==> config.mk <==
export PLATFORM = sky130hd
export DESIGN_NAME = cp0_regfile_timer
export DESIGN_NICKNAME = d
export VERILOG_FILES = /design/src/rtl/cp0_regfile_timer.sv
export SDC_FILE = /design/constraint.sdc
export NUM_CORES = 1
export LEC_CHECK = 0
export CAP_MARGIN = 20
export CORE_MARGIN = 10
export CORE_UTILIZATION = 48
export DETAILED_ROUTE_END_ITERATION = 8
export PLACE_DENSITY_LB_ADDON = 0.15
export SETUP_SLACK_MARGIN = 0.5
export SLEW_MARGIN = 10
export SYNTH_ARGS = -nofsm -noshare
export SYNTH_HDL_FRONTEND = slang
export SYNTH_SLANG_ARGS = --single-unit
==> constraint.sdc <==
create_clock -name clock -period 3.42 [get_ports clock]
set_clock_uncertainty 0.2 [all_clocks]
set_input_delay 0.684 -clock clock [delete_from_list [all_inputs] [get_ports clock]]
set_output_delay 0.684 -clock clock [all_outputs]
set_load 0.1 [all_outputs]
==> src/rtl/cp0_regfile_timer.sv <==
// Coprocessor-0 register file with the Count/Compare timer interrupt.
// Holds BadVAddr, Count, Compare, Status, Cause and EPC. mtc0, exception and
// eret commits arrive from WB. mfc0 reads and interrupt_pending are
// combinational from registered state.
module cp0_regfile_timer #(
   parameter int HW_INT_COUNT = 6,
   parameter int COUNT_DIV    = 2,
   parameter int TIMER_ENABLE = 1
) (
   input  logic                    clock,
   input  logic                    reset,
   input  logic [4:0]              read_register,
   input  logic [2:0]              read_select,
   output logic [31:0]             read_data,
   input  logic                    write_enable,
   input  logic [4:0]              write_register,
   input  logic [2:0]              write_select,
   input  logic [31:0]             write_data,
   input  logic                    exception_valid,
   input  logic [4:0]              exception_code,
   input  logic [31:0]             exception_pc,
   input  logic                    in_delay_slot,
   input  logic                    bad_vaddr_valid,
   input  logic [31:0]             bad_vaddr,
   input  logic                    eret,
   input  logic [HW_INT_COUNT-1:0] hw_interrupt,
   output logic                    interrupt_pending,
   output logic [31:0]             epc,
   output logic                    status_exl
);

   localparam logic [4:0] REG_BADVADDR = 5'd8;
   localparam logic [4:0] REG_COUNT    = 5'd9;
   localparam logic [4:0] REG_COMPARE  = 5'd11;
   localparam logic [4:0] REG_STATUS   = 5'd12;
   localparam logic [4:0] REG_CAUSE    = 5'd13;
   localparam logic [4:0] REG_EPC      = 5'd14;

   // A divider of 1 still needs a 1-bit tick counter; it simply wraps every cycle.
   localparam int              TICK_W   = (COUNT_DIV > 1) ? $clog2(COUNT_DIV) : 1;
   localparam logic [TICK_W-1:0] TICK_MAX = TICK_W'(COUNT_DIV - 1);

   logic [31:0]             badvaddr_q, badvaddr_d;
   logic [31:0]             count_q, count_d;
   logic [31:0]             compare_q, compare_d;
   logic [31:0]             epc_q, epc_d;
   logic [7:0]              im_q, im_d;
   logic                    exl_q, exl_d;
   logic                    ie_q, ie_d;
   logic                    bd_q, bd_d;
   logic                    ti_q, ti_d;
   logic [1:0]              sw_ip_q, sw_ip_d;
   logic [4:0]              exc_code_q, exc_code_d;
   logic [HW_INT_COUNT-1:0] hw_ip_q, hw_ip_d;
   logic [TICK_W-1:0]       tick_q, tick_d;

   logic [5:0]  hw_pad;
   logic [7:0]  cause_ip;
   logic        wr_sel0, wr_status, wr_cause, wr_epc, wr_count, wr_compare;
   logic        tick_wrap;

   assign wr_sel0    = write_enable && (write_select == 3'd0);
   assign wr_status  = wr_sel0 && (write_register == REG_STATUS);
   assign wr_cause   = wr_sel0 && (write_register == REG_CAUSE);
   assign wr_epc     = wr_sel0 && (write_register == REG_EPC);
   assign wr_count   = wr_sel0 && (write_register == REG_COUNT);
   assign wr_compare = wr_sel0 && (write_register == REG_COMPARE);
   assign tick_wrap  = (tick_q == TICK_MAX);

   // Cause.IP assembly: line 5 shares IP[7] with the timer interrupt.
   always_comb begin
      hw_pad = '0;
      hw_pad[HW_INT_COUNT-1:0] = hw_ip_q;
      cause_ip = {ti_q | hw_pad[5], hw_pad[4:0], sw_ip_q};
   end

   assign interrupt_pending = ie_q && !exl_q && |(cause_ip & im_q);
   assign epc               = epc_q;
   assign status_exl        = exl_q;

   // mfc0 read mux; unmapped register/select combinations read 0.
   always_comb begin
      read_data = '0;
      if (read_select == 3'd0) begin
         case (read_register)
            REG_BADVADDR: read_data = badvaddr_q;
            REG_COUNT:    read_data = count_q;
            REG_COMPARE:  read_data = compare_q;
            REG_STATUS:   read_data = {9'd0, 1'b1, 6'd0, im_q, 6'd0, exl_q, ie_q};
            REG_CAUSE:    read_data = {bd_q, ti_q, 14'd0, cause_ip, 1'b0, exc_code_q, 2'b00};
            REG_EPC:      read_data = epc_q;
            default:      read_data = '0;
         endcase
      end
   end

   // Next-state: exception > eret > mtc0 for EXL; EPC/BD only captured outside EXL.
   always_comb begin
      badvaddr_d = badvaddr_q;
      count_d    = count_q;
      compare_d  = compare_q;
      epc_d      = epc_q;
      im_d       = im_q;
      exl_d      = exl_q;
      ie_d       = ie_q;
      bd_d       = bd_q;
      ti_d       = ti_q;
      sw_ip_d    = sw_ip_q;
      exc_code_d = exc_code_q;
      hw_ip_d    = hw_interrupt;
      tick_d     = tick_q;

      if (exception_valid) begin
         exc_code_d = exception_code;
         exl_d      = 1'b1;
         if (bad_vaddr_valid) begin
            badvaddr_d = bad_vaddr;
         end
         if (!exl_q) begin
            bd_d  = in_delay_slot;
            epc_d = in_delay_slot ? (exception_pc - 32'd4) : exception_pc;
         end
      end else if (eret) begin
         exl_d = 1'b0;
      end else if (wr_status) begin
         exl_d = write_data[1];
      end

      if (wr_status) begin
         im_d = write_data[15:8];
         ie_d = write_data[0];
      end
      if (wr_cause) begin
         sw_ip_d = write_data[9:8];
      end
      if (wr_epc && !exception_valid) begin
         epc_d = write_data;
      end

      // A Count write restarts the divider and suppresses the pending increment.
      if (wr_count) begin
         count_d = write_data;
         tick_d  = '0;
      end else begin
         tick_d = tick_wrap ? '0 : tick_q + TICK_W'(1);
         if (tick_wrap) begin
            count_d = count_q + 32'd1;
            if ((count_q + 32'd1) == compare_q) begin
               ti_d = 1'b1;
            end
         end
      end
      if (wr_compare) begin
         compare_d = write_data;
         ti_d      = 1'b0;
      end

      if (TIMER_ENABLE == 0) begin
         count_d   = '0;
         compare_d = '0;
         ti_d      = 1'b0;
         tick_d    = '0;
      end
   end

   // State registers with synchronous reset.
   always_ff @(posedge clock) begin
      if (reset) begin
         badvaddr_q <= '0;
         count_q    <= '0;
         compare_q  <= '0;
         epc_q      <= '0;
         im_q       <= '0;
         exl_q      <= 1'b0;
         ie_q       <= 1'b0;
         bd_q       <= 1'b0;
         ti_q       <= 1'b0;
         sw_ip_q    <= '0;
         exc_code_q <= '0;
         hw_ip_q    <= '0;
         tick_q     <= '0;
      end else begin
         badvaddr_q <= badvaddr_d;
         count_q    <= count_d;
         compare_q  <= compare_d;
         epc_q      <= epc_d;
         im_q       <= im_d;
         exl_q      <= exl_d;
         ie_q       <= ie_d;
         bd_q       <= bd_d;
         ti_q       <= ti_d;
         sw_ip_q    <= sw_ip_d;
         exc_code_q <= exc_code_d;
         hw_ip_q    <= hw_ip_d;
         tick_q     <= tick_d;
      end
   end

endmodule

==> run_results.csv <==
group,metric,value,unit
outcome,status,"complete, no violations",
sta,hold_violations,0,
clock_tree,clk_pin_slew_worst_paths,60,ps
detailed_routing,drtIter0Drc,1073,
global_route,grt_pass1_vias,8892,
synth,synth_edf_count,0,
cells_and_area,seq_area,0.003092,mm^2
cells_and_area,final_cells,1528,
die,die_x,153.8,um
detailed_routing,num_vias,9322,
power_and_ir_drop,power.density,360.6,mW/mm^2
cells_and_area,layout_commonest_cell,"nand2_1",
global_route,grt_pass1_wl,53.41,mm
sta,tightest_slew,845.5,ps
clock_tree,cts_tree,"yes",
clock_tree,htree_levels,4,
detailed_routing,drtAntennaViolNets,0,
detailed_routing,wl,35.92,mm
cells_and_area,antennaDiodeCount,0,
sta,slew_headroom,0.4363,
sta,setup_violations,0,
clock_tree,clk_root_buffer_cell,"clkbuf_16",
synth,synth_top_flop_cell,"dfxtp_1",
cells_and_area,final_cell_mix,"nand2_1 (182), dfxtp_1 (147), clkdlybuf4s50_1 (121)",
global_route,grtUsageTotal,0.2878,
run,drv_cap,0,
clock_tree,cts_hold_buffers,0,
synth,synth_cell_types,56,
detailed_routing,drc,0,
critical_path,worstPathRequired,2540,ps
cells_and_area,multi_input_area,0.005771,mm^2
die,start_util,0.4935,
placement,gp_congestion,0.9725,
placement,dp_hpwl,26.41,mm
die,die_area,0.02366,mm^2
synth,synth_area,0.008594,mm^2
synth,ys_ff_latch,154,
cells_and_area,nets,1422,
detailed_routing,vias_per_cell,6.101,
placement,port_buffers,195,
critical_path,worst-path-max-fanout,8,
clock_tree,numCtsBuffers,17,
die,core.rowCount,48,
synth,ys_seq_area_frac,0.3587,
critical_path,crit_path_end_kind,"primary output",
synth,ys_warn_count,0,
global_route,grt_max_degree,81,
die,die_h,153.8,um
synth,syn_inst,1096,
sta,fin_tns_setup,0,ps
global_route,antenna_found_initial,0,
synth,synthArstFlopShare,0,
hold_path,holdCritPathClass,"flip-flop to flip-flop",
die,core_area,0.01742,mm^2
sta,finalCritPeriodShare,0.9355,
clock_tree,cts_max_path_buffers,2,
synth,avgSynthCellArea,7.842,um^2
cells_and_area,drive_gt1_frac,0.2187,
clock_tree,cts_sinks,154,
sta,fmax,312.6,MHz
global_route,grt_overflow,0,
detailed_routing,dr.pass1.iters,5,
die,io_pins,196,
synth,syn_nets,1228,
power_and_ir_drop,ir_drop,0.3801,mV
critical_path,arrival,2320,ps
power_and_ir_drop,p_leak,4.369,nW
sta,drv_slew,0,
clock_tree,clk_latency,440,ps
cells_and_area,fill_cells,1326,
critical_path,worstSetupPathType,"input pin to primary output",
sta,rsz0062_at_grt,"true",
placement,placedCellCount,1477,
cells_and_area,syn2layout_area_growth,49.32,%
sta,layout_min_cycle_time,3199,ps
critical_path,start_kind,"input pin",
detailed_routing,wl_per_cell,23.51,um
## metal layers
metal / vias to the layer above / wire, um / share of wire / GRT usage
met2: 492 / 15570 / 0.43 / 0.4225
met1: 4469 / 15430 / 0.43 / 0.3984
met4: 0 / 811 / 0.023 / 0.07152
li1: 4307 / - / - / -
met5: - / 0 / 0 / 0
met3: 54 / 4113 / 0.11 / 0.09121
## power breakdown
part	internal [W]	leakage, nW	switching [W]
combinational	0.000277	2.81	0.000435
sequential	0.00185	1.26	0.0000634
clock	0.00120	0.305	0.000809
total	0.00332	4.37	0.00131
## flip-flops by register name, indices dropped and copies added (netlist names)
| signal | count |
|---|---|
| im_q | 8 |
| hw_ip_q | 6 |
| compare_q | 32 |
| sw_ip_q | 2 |
| tick_q | 1 |
| badvaddr_q | 32 |
| ti_q | 1 |
| epc | 32 |
| bd_q | 1 |
| count_q | 32 |
| exc_code_q | 5 |
| status_exl | 1 |
| ie_q | 1 |
## repair_timing
action	CTS	global route
endpoints found under the setup margin	33	43
cloned	4	2
setup buffers	8	5
resized for setup	39	37
pin swaps	20	22
## metrics by stage
step	hold slack, ps	utilization	cell area (um^2)	power [W]	worst slack [ps]
final	275.4	0.7369	12830	0.004628	220.6
after global routing	291.4	0.7369	12830	0.004742	189.1
after CTS	277.0	0.7249	12620	0.004605	204.4
after detailed placement	257.2	0.6738	11740	0.002622	-134.0
after global placement	254.0	0.6738	11740	0.002617	-114.9
after floorplan	235.9	-	9245	0.002289	76.70
## cells by family after synthesis
kind of cell	share of synthesized area
and+or+nand+nor	0.2399
adders and majority gates	0.002911
buffers and inverters	0.05008
DFF	0.3587
xor gates and xnor gates	0.1060
muxes	0.02984
AOI/OAI and AO/OA	0.2125
## path summary, 6_finish.rpt
path	from	end	slack [ps]	cells after the start
worst max register to register	count_q[0]	ti_q	670	9
worst max-delay path	read_register[4]	read_data[16]	220	10
worst min register to register	epc[1]	epc[1]	280	2
worst min-delay path	epc[1]	epc[1]	280	2
## worst max-delay path: stages
cell,delay (ps)
buf_6,90
nand2b_4,160
buf_6,130
nor3b_4,190
buf_4,150
nor4_2,40
or2_4,320
buf_12,180
a21oi_4,170
buf_12,200
## synthesized netlist by cell type, types with 22 or more instances
| library cell | count | area share |
|---|---|---|
| a211oi_1 | 30 | 0.026 |
| a21oi_1 | 96 | 0.056 |
| a22oi_1 | 78 | 0.068 |
| buf_2 | 22 | 0.013 |
| clkbuf_1 | 63 | 0.028 |
| dfxtp_1 | 154 | 0.36 |
| nand2_1 | 186 | 0.081 |
| nand4_1 | 23 | 0.017 |
| nor2_1 | 108 | 0.047 |
| xnor2_1 | 58 | 0.059 |
| xor2_1 | 46 | 0.047 |
## final cells by class
type                            instances  area share
Sequential cell                       154      0.2409
Timing Repair Buffer                  268      0.2364
Inverter                               10    0.002925
Clock buffer                           20     0.03559
Clock inverter                         12     0.01258
Multi-Input combinational cell        839      0.4496
Tap cell                              225     0.02194
No activity file was read; power rests on OpenSTA's default activity.
